<file path="config.mk">
export PLATFORM = sky130hd
export DESIGN_NAME = fb_port_arbiter
export DESIGN_NICKNAME = d
export VERILOG_FILES = /design/src/rtl/fb_port_arbiter.sv
export SDC_FILE = /design/constraint.sdc
export NUM_CORES = 1
export LEC_CHECK = 0
export CAP_MARGIN = 20
export CORE_MARGIN = 2
export CORE_UTILIZATION = 40
export DETAILED_ROUTE_END_ITERATION = 7
export PLACE_DENSITY = 0.72
export SLEW_MARGIN = 25
export SYNTH_ARGS = -nofsm -noshare
export SYNTH_HDL_FRONTEND = slang
export SYNTH_SLANG_ARGS = --single-unit
</file>
<file path="constraint.sdc">
create_clock -name iCLK -period 2.85 [get_ports iCLK]
set_clock_uncertainty 0.2 [all_clocks]
set_input_delay 0.855 -clock iCLK [delete_from_list [all_inputs] [get_ports iCLK]]
set_output_delay 0.855 -clock iCLK [all_outputs]
set_load 0.005 [all_outputs]
</file>
<file path="src/rtl/fb_port_arbiter.sv">
// Frame-buffer SRAM port arbiter: display reads always win, then the full-screen
// clear sequencer, then the buffered paint-write FIFO. One SRAM access per clock.
module fb_port_arbiter #(
  parameter int ADDR_W     = 19,
  parameter int DATA_W     = 16,
  parameter int FIFO_DEPTH = 4,
  parameter int FB_WORDS   = 307200
) (
  input  logic              iCLK,
  input  logic              iRST_N,
  input  logic              iDisp_Req,
  input  logic [ADDR_W-1:0] iDisp_Addr,
  output logic [DATA_W-1:0] oDisp_Data,
  output logic              oDisp_Valid,
  input  logic              iWr_Valid,
  output logic              oWr_Ready,
  input  logic [ADDR_W-1:0] iWr_Addr,
  input  logic [DATA_W-1:0] iWr_Data,
  input  logic              iClear,
  input  logic [DATA_W-1:0] iClear_Data,
  output logic              oClear_Busy,
  output logic [ADDR_W-1:0] oSRAM_Addr,
  output logic [DATA_W-1:0] oSRAM_WData,
  output logic              oSRAM_WE,
  output logic              oSRAM_RE,
  input  logic [DATA_W-1:0] iSRAM_RData
);

  localparam int PTR_W = $clog2(FIFO_DEPTH);

  localparam logic [0:0] ST_IDLE  = 1'b0;
  localparam logic [0:0] ST_CLEAR = 1'b1;

  localparam logic [PTR_W-1:0]  PTR_ZERO  = {PTR_W{1'b0}};
  localparam logic [PTR_W-1:0]  PTR_ONE   = PTR_W'(1);
  localparam logic [PTR_W:0]    CNT_ZERO  = {(PTR_W+1){1'b0}};
  localparam logic [PTR_W:0]    CNT_ONE   = (PTR_W+1)'(1);
  localparam logic [PTR_W:0]    CNT_FULL  = (PTR_W+1)'(FIFO_DEPTH);
  localparam logic [ADDR_W-1:0] ADDR_ZERO = {ADDR_W{1'b0}};
  localparam logic [ADDR_W-1:0] ADDR_ONE  = ADDR_W'(1);
  localparam logic [ADDR_W-1:0] LAST_WORD = ADDR_W'(FB_WORDS - 1);
  localparam logic [DATA_W-1:0] DATA_ZERO = {DATA_W{1'b0}};

  logic [0:0]        state_r;
  logic [ADDR_W-1:0] clearCnt_r;
  logic [DATA_W-1:0] clearColor_r;

  logic [ADDR_W-1:0] fifoAddr_r [FIFO_DEPTH];
  logic [DATA_W-1:0] fifoData_r [FIFO_DEPTH];
  logic [PTR_W-1:0]  rdPtr_r;
  logic [PTR_W-1:0]  wrPtr_r;
  logic [PTR_W:0]    fifoCount_r;

  logic              rdPend_r;

  logic inClear_s;
  logic fifoEmpty_s;
  logic fifoFull_s;
  logic push_s;
  logic grantRead_s;
  logic grantClear_s;
  logic grantFifo_s;
  logic lastWord_s;

  // Slot arbitration: a FIFO entry is only eligible once it is resident.
  always_comb begin
    inClear_s    = (state_r == ST_CLEAR);
    fifoEmpty_s  = (fifoCount_r == CNT_ZERO);
    fifoFull_s   = (fifoCount_r == CNT_FULL);
    push_s       = iWr_Valid && !fifoFull_s;
    grantRead_s  = iDisp_Req;
    grantClear_s = !iDisp_Req && inClear_s;
    grantFifo_s  = !iDisp_Req && !inClear_s && !fifoEmpty_s;
    lastWord_s   = (clearCnt_r == LAST_WORD);
  end

  assign oWr_Ready = !fifoFull_s;

  // Registered SRAM command port; address and data hold when the slot is idle.
  always_ff @(posedge iCLK or negedge iRST_N) begin
    if (!iRST_N) begin
      oSRAM_Addr  <= ADDR_ZERO;
      oSRAM_WData <= DATA_ZERO;
      oSRAM_WE    <= 1'b0;
      oSRAM_RE    <= 1'b0;
    end else if (grantRead_s) begin
      oSRAM_Addr  <= iDisp_Addr;
      oSRAM_WE    <= 1'b0;
      oSRAM_RE    <= 1'b1;
    end else if (grantClear_s) begin
      oSRAM_Addr  <= clearCnt_r;
      oSRAM_WData <= clearColor_r;
      oSRAM_WE    <= 1'b1;
      oSRAM_RE    <= 1'b0;
    end else if (grantFifo_s) begin
      oSRAM_Addr  <= fifoAddr_r[rdPtr_r];
      oSRAM_WData <= fifoData_r[rdPtr_r];
      oSRAM_WE    <= 1'b1;
      oSRAM_RE    <= 1'b0;
    end else begin
      oSRAM_WE    <= 1'b0;
      oSRAM_RE    <= 1'b0;
    end
  end

  // FIFO pointers and occupancy.
  always_ff @(posedge iCLK or negedge iRST_N) begin
    if (!iRST_N) begin
      rdPtr_r     <= PTR_ZERO;
      wrPtr_r     <= PTR_ZERO;
      fifoCount_r <= CNT_ZERO;
    end else begin
      if (push_s) begin
        wrPtr_r <= wrPtr_r + PTR_ONE;
      end
      if (grantFifo_s) begin
        rdPtr_r <= rdPtr_r + PTR_ONE;
      end
      case ({push_s, grantFifo_s})
        2'b10:   fifoCount_r <= fifoCount_r + CNT_ONE;
        2'b01:   fifoCount_r <= fifoCount_r - CNT_ONE;
        default: fifoCount_r <= fifoCount_r;
      endcase
    end
  end

  // FIFO storage needs no reset; occupancy alone decides what is valid.
  always_ff @(posedge iCLK) begin
    if (push_s) begin
      fifoAddr_r[wrPtr_r] <= iWr_Addr;
      fifoData_r[wrPtr_r] <= iWr_Data;
    end
  end

  // Clear sequencer; a restart pulse overrides the increment of the same cycle.
  always_ff @(posedge iCLK or negedge iRST_N) begin
    if (!iRST_N) begin
      state_r      <= ST_IDLE;
      clearCnt_r   <= ADDR_ZERO;
      clearColor_r <= DATA_ZERO;
      oClear_Busy  <= 1'b0;
    end else begin
      oClear_Busy <= iClear || inClear_s;
      case (state_r)
        ST_IDLE: begin
          if (iClear) begin
            state_r      <= ST_CLEAR;
            clearCnt_r   <= ADDR_ZERO;
            clearColor_r <= iClear_Data;
          end
        end
        ST_CLEAR: begin
          if (iClear) begin
            clearCnt_r   <= ADDR_ZERO;
            clearColor_r <= iClear_Data;
          end else if (grantClear_s) begin
            if (lastWord_s) begin
              state_r <= ST_IDLE;
            end else begin
              clearCnt_r <= clearCnt_r + ADDR_ONE;
            end
          end
        end
        default: begin
          state_r <= ST_IDLE;
        end
      endcase
    end
  end

  // Read return: SRAM data arrives the cycle after the strobe and is re-registered.
  always_ff @(posedge iCLK or negedge iRST_N) begin
    if (!iRST_N) begin
      rdPend_r    <= 1'b0;
      oDisp_Valid <= 1'b0;
      oDisp_Data  <= DATA_ZERO;
    end else begin
      rdPend_r    <= oSRAM_RE;
      oDisp_Valid <= rdPend_r;
      if (rdPend_r) begin
        oDisp_Data <= iSRAM_RData;
      end
    end
  end

endmodule

</file>
=== Word level (Yosys, flattened, before mapping) ===
Memory sizes are Yosys's and may differ from the RTL's.
Cells that the tools add are included.

* Bits in latches: 0
* Word-level logic and storage cells: 68
* Bits in registers: 99
* Bits in read-only memories: 0
* Output and inout port bits: 56
* Input bits: 91
* Memory bits (writable): 140
* Memories: 2

{| class="wikitable"
|+ Memory list
! name !! words !! width !! read ports !! clocked after Yosys merged registers in !! write ports !! line !! RTL
|-
| fifoAddr_r || 4 || 19 || 1 || 0 || 1 || 48 || <nowiki>logic [ADDR_W-1:0] fifoAddr_r [FIFO_DEPTH];</nowiki>
|-
| fifoData_r || 4 || 16 || 1 || 0 || 1 || 49 || <nowiki>logic [DATA_W-1:0] fifoData_r [FIFO_DEPTH];</nowiki>
|}

* Mux-type cells: 23
* Div/mod/pow operators: 0
* Add/sub/neg operators: 5
* Shift-type cells: 0
* Reductions and logical operators: 15
* Bitwise operators: 2
* Eq/ne operators: 7
* Multiply operators: 0
* $lt $le $gt $ge: 0

{| class="wikitable"
|+ Operator list
! kind !! count
|-
| $mux 19 || 7
|-
| $mux 16 || 3
|-
| $pmux 19 s2 || 1
|-
| $add 19x1->19 const B || 1
|-
| $eq 19x19->1 const B || 1
|-
| $mux 1 || 10
|-
| $pmux 3 s2 || 1
|-
| $add 2x1->2 const B || 2
|-
| $logic_and 1x1->1 || 4
|-
| $logic_not 1->1 || 4
|-
| $reduce_bool 2->1 || 2
|-
| $add 3x1->3 const B || 1
|-
| $eq 3x3->1 const B || 1
|-
| $logic_not 3->1 || 1
|-
| $ne 3x2->1 const B || 1
|-
| $ne 3x3->1 const B || 1
|-
| $reduce_and 3->1 || 1
|-
| $reduce_bool 3->1 || 1
|-
| $sub 3x1->3 const B || 1
|-
| $eq 2x1->1 const B || 1
|-
| $eq 2x2->1 const B || 1
|-
| $ne 2x2->1 const B || 1
|-
| $not 1->1 || 2
|-
| $pmux 1 s2 || 1
|-
| other kinds (2) || 2
|}

=== Longest topological paths before layout ===
* Word-level depth: 6
* Mapped depth: 10
* Mapped depth without buffers: 10

=== Least setup slack after synthesis ===
No wires, ideal clock.

* Kind: in2reg
* Start point: input iDisp_Req
* End point: register fifoCount_r[2]
* Path buffers: 1
* Data arrival time: 2379 ps
* Stages: 8
* Data required time: 2571 ps
* Library setup time: 79 ps
* Slack: 192 ps
* Cells stage by stage: clkbuf_1 nor3_1 ha_1 inv_1 fa_1 xor2_1 nor2_1 xor2_1

* Cells in the longest elaborated chain, start to end: 5
* Elaborated cells on any way between the ends: 7
* Classes of those cells: eq/ne: 2; mux: 1; reduce/logical: 4

{| class="wikitable"
|+ RTL lines
! item !! line !! RTL
|-
| from (decl) || 11 || <nowiki>input logic iDisp_Req,</nowiki>
|-
| $logic_not 1->1 * || 73 || <nowiki>grantFifo_s = !iDisp_Req && !inClear_s && !fifoEmpty_s;</nowiki>
|-
| $logic_and 1x1->1 * (2 in a row) || 73 ||
|-
| named net grantFifo_s || 62 || <nowiki>logic grantFifo_s;</nowiki>
|-
| $eq 2x1->1 / $eq 2x2->1 (equally long branches) || 119 || <nowiki>case ({push_s, grantFifo_s})</nowiki>
|-
| $pmux 3 s2 / $reduce_bool 2->1 (equally long branches) || n/a ||
|-
| to (signal assigned) || 120 || <nowiki>2'b10: fifoCount_r <= fifoCount_r + CNT_ONE;</nowiki>
|-
| to (signal assigned) || 121 || <nowiki>2'b01: fifoCount_r <= fifoCount_r - CNT_ONE;</nowiki>
|-
| to (signal assigned) || 122 || <nowiki>default: fifoCount_r <= fifoCount_r;</nowiki>
|-
| to (decl) || 52 || <nowiki>logic [PTR_W:0] fifoCount_r;</nowiki>
|}

Mark *: on every way through the listed nets, which the timed path passes. The rest lies on a longest branch.
A chain may end at the register's enable or synchronous reset.

=== Worst setup path in the final report ===
* Start point: register fifoCount_r[0]
* End point: output oWr_Ready

* Cells in the longest elaborated chain, start to end: 2

{| class="wikitable"
|+ RTL lines
! item !! line !! RTL
|-
| $eq 3x3->1 || 69 || <nowiki>fifoFull_s = (fifoCount_r == CNT_FULL);</nowiki>
|-
| $logic_not 1->1 || 77 || <nowiki>assign oWr_Ready = !fifoFull_s;</nowiki>
|-
| to (decl) || 16 || <nowiki>output logic oWr_Ready,</nowiki>
|}

No other way between the ends.

==> results by group <==
Timing
  • Tcrit/Tclk final: between 90% and 100%
  • Hold Vio Cnt, Final: 0
  • RSZ-0062 raised after global routing: false
  • Worst-Margin Slew: approximately 0.67 ns
  • Hold WS: approximately 0.06 ns
  • FMAX: approximately 360 MHz
  • Final setup TNS: 0 ns
  • Min Clock Period, post-route: 2.753 ns
  • Final setup viols: 0
  • Relative slew slack: a little under three fifths
  • Slew Viols, Final: 0

Setup path
  • CP Launch Type: register
  • Critical path's slowest cell: clkdlybuf4s50_1
  • Crit path buf inv count: 2
  • Worst-path cell chain: inv_1 -> nand3_2 -> clkdlybuf4s50_1
  • CP Class: register to primary output
  • Worst Path Arrival: 1.70 ns
  • Critical Path Fanout Max: 6
  • Crit end category: primary output
  • CP peak stage delay: between 0.4 and 0.5 ns
  • Top delay family on crit path: buffers and inverters
  • Worst Path Required: 1.80 ns

Floorplan
  • Die W: roughly 160 µm
  • Row count: between 50 and 60
  • Die Height: 160.4 µm
  • Total Die Area: 0.02573 mm²
  • Core area: ~0.024 mm²
  • Starting Density: 40.47%
  • I/O Pins: roughly 150

Cells and area
  • Fin area: between 0.01 and 0.015 mm²
  • Finished Layout Cells: around 1100
  • Commonest non-fill, non-tap cell in the layout: clkdlybuf4s50_1
  • Fillers: 1961
  • Most frequent cells in the layout: clkdlybuf4s50_1 (144), edfxtp_1 (140), dfrtp_1 (97)
  • Synthesis-to-finish area growth: 27.74%
  • NumNets Final: 877
  • Share of cells above drive strength 1: about a fifth

Logic synthesis
  • Register area share after synthesis: between 60 and 70%
  • Synth Cell Area: 0.009784 mm²
  • Avg Cell Area, Syn: 15.88 µm²
  • Cells after Synth: 616
  • Number of flops mapped to enable cells by yosys: between 100 and 150
  • Most used DFF post-synth: edfxtp_1
  • Asr flop ratio synth: between 40% and 50%
  • Register bit total from synthesis: about 240
  • Synth unique cells: between 40 and 50
  • Yosys warns: 0
  • Mapped Nets: just over 700

Power and ir drop
  • Pleak: between 4 and 5 nW
  • Power Density: between 700 and 800 mW/mm²
  • VDD IR max: 360.2 µV

Place
  • Number of port buffers: roughly 150
  • Cell Area, Placed: 0.01175 mm²
  • RD Place Congestion: roughly 0.76
  • # placed instances: 1075
  • HPWL after detailed placement: 14.02 mm

Global routing
  • Gr ovfl total: 0
  • Vias in the first global route: ~6000
  • Largest net degree at the start of global routing: 55
  • GR Util All Layers: between 10% and 20%
  • Initial antenna violation count: 1
  • Global-route wire length before repair: roughly 33 mm

CTS
  • Clock latency on the worst-skew pair: roughly 0.50 ns
  • CTS tree: yes
  • CTS clock-pin slew for the worst setup and hold paths: 0.06 ns
  • Hold Buf Count CTS: 0
  • PostCTS Resize Cnt: 1
  • CTS Buffer Depth: 3
  • Clk root buf: clkbuf_16
  • Post-CTS setup buffer count: 0
  • Clock buffer count from CTS: 25
  • CTS sink cnt: ~240
  • CTS H-tree depth: 1

Detailed routing
  • Initial detailed-routing violation count: between 500 and 600
  • ANT nets after route: 0
  • Drt via density: approximately 5.1
  • First drt pass iteration count: 5
  • Via count: between 5000 and 6000
  • Wirelength per Cell: about 18 µm
  • Final wirelength: roughly 21 mm
  • DRC Markers: 0

Run status
  • Status: complete, no violations

Hold path
  • Worst Hold Class: input pin to async pin

Job
  • Max cap viols: 0
path summary, 6_finish.rpt:
path,from,to,slack [ns],depth (start not counted)
max,fifoCount_r[0]$_DFFE_PN0P_,oWr_Ready,0.1,3
min,iRST_N,clearColor_r[9]$_DFFE_PN0P_,0.06,1
max reg2reg,fifoCount_r[0]$_DFFE_PN0P_,fifoCount_r[2]$_DFFE_PN0P_,0.55,10
min reg2reg,oSRAM_RE$_DFF_PN0_,rdPend_r$_DFF_PN0_,0.19,0
max in group asynchronous,iRST_N,fifoCount_r[0]$_DFFE_PN0P_,1.81,2
min in group iCLK,oSRAM_RE$_DFF_PN0_,rdPend_r$_DFF_PN0_,0.19,0
routing by layer:
layer | GRT usage [%] | wire length [µm] | vias up
li1 | - | - | 2679
met1 | 22.34 | 9130 | 2901
met2 | 26.06 | 9897 | 140
met3 | 3.022 | 1087 | 36
met4 | 5.119 | 514 | 0
met5 | 0 | 0 | -
registers in the layout, summed over array words and instances (netlist names):
register and flops:
clearColor_r 16, fifoCount_r 3, fifoData_r 64, oSRAM_RE 1, inClear_s 1, wrPtr_r 2
oSRAM_WE 1, oClear_Busy 1, oSRAM_Addr 19, rdPend_r 1, oDisp_Data 16, clearCnt_r 19
oSRAM_WData 16, rdPtr_r 2, fifoAddr_r 76, oDisp_Valid 1
cell usage after synthesis, drive strengths merged (8+ instances only):
master   count  area (µm²)
a21oi       27       157.7
a22oi       28       210.2
buf         14       100.1
clkbuf      22       82.58
dfrtp       99        2477
edfxtp     140        4204
mux2        35       397.9
mux4        35       788.3
nand2       33       123.9
nand2b      21       131.4
nand3        8       40.04
nor2        22       82.58
o21ai       35       175.2
o2bb2ai     19       166.4
xnor2       14       122.6
kinds of logic (layout without fill, tap and decap cells):
family / after synthesis / count (layout) / share of synthesized area [%]
multiplexers: 72 / 72 / 12.33
flip-flops: 239 / 239 / 68.29
AO/OA/AOI/OAI: 116 / 116 / 7.775
AND/OR/NAND/NOR: 120 / 120 / 6.765
other: 0 / 1 / 0
XOR/XNOR: 18 / 18 / 1.611
buffers and inverters: 43 / 223 / 2.136
adder cells (fa/ha/maj): 8 / 8 / 1.100
layout make-up:
| cell class | count | area (µm²) | share of cell area (%) |
|---|---|---|---|
| multi-input combinational | 334 | 2908 | 23.27 |
| sequential | 239 | 6684 | 53.48 |
| timing repair buffer | 171 | 1729 | 13.84 |
| tap | 324 | 405.4 | 3.244 |
| inverter | 7 | 26.28 | 0.2102 |
| antenna | 1 | 2.502 | 0.02002 |
| clock buffer | 32 | 651.9 | 5.216 |
| clock inverter | 13 | 91.34 | 0.7308 |
worst reg2reg max path, delay by kind of cell (launching register included):
family	cells	cell delay, ns
and+or+nand+nor	3	0.50
adders and majority gates	2	0.54
xor gates and xnor gates	2	0.30
buffers and inverters	3	0.26
DFF	1	0.43
per-stage QoR:
stage	setup WS [ns]	utilization, %	power (mW)
2_1_floorplan	0.1918	-	5.369
3_3_place_gp	0.06223	48.58	6.109
3_5_place_dp	0.02212	48.58	6.144
4_1_cts	0.06726	51.68	9.135
5_1_grt	0.01544	51.68	9.450
6_report	0.09721	51.69	9.016
power by group:
part	total, mW	internal [mW]	leakage [nW]	switching [mW]
registers	4.44	4.25	2.51	0.188
logic	1.62	0.799	1.69	0.818
clock network	2.96	1.70	0.365	1.26
total	9.02	6.75	4.56	2.26
(Power assumes the default switching activity.)
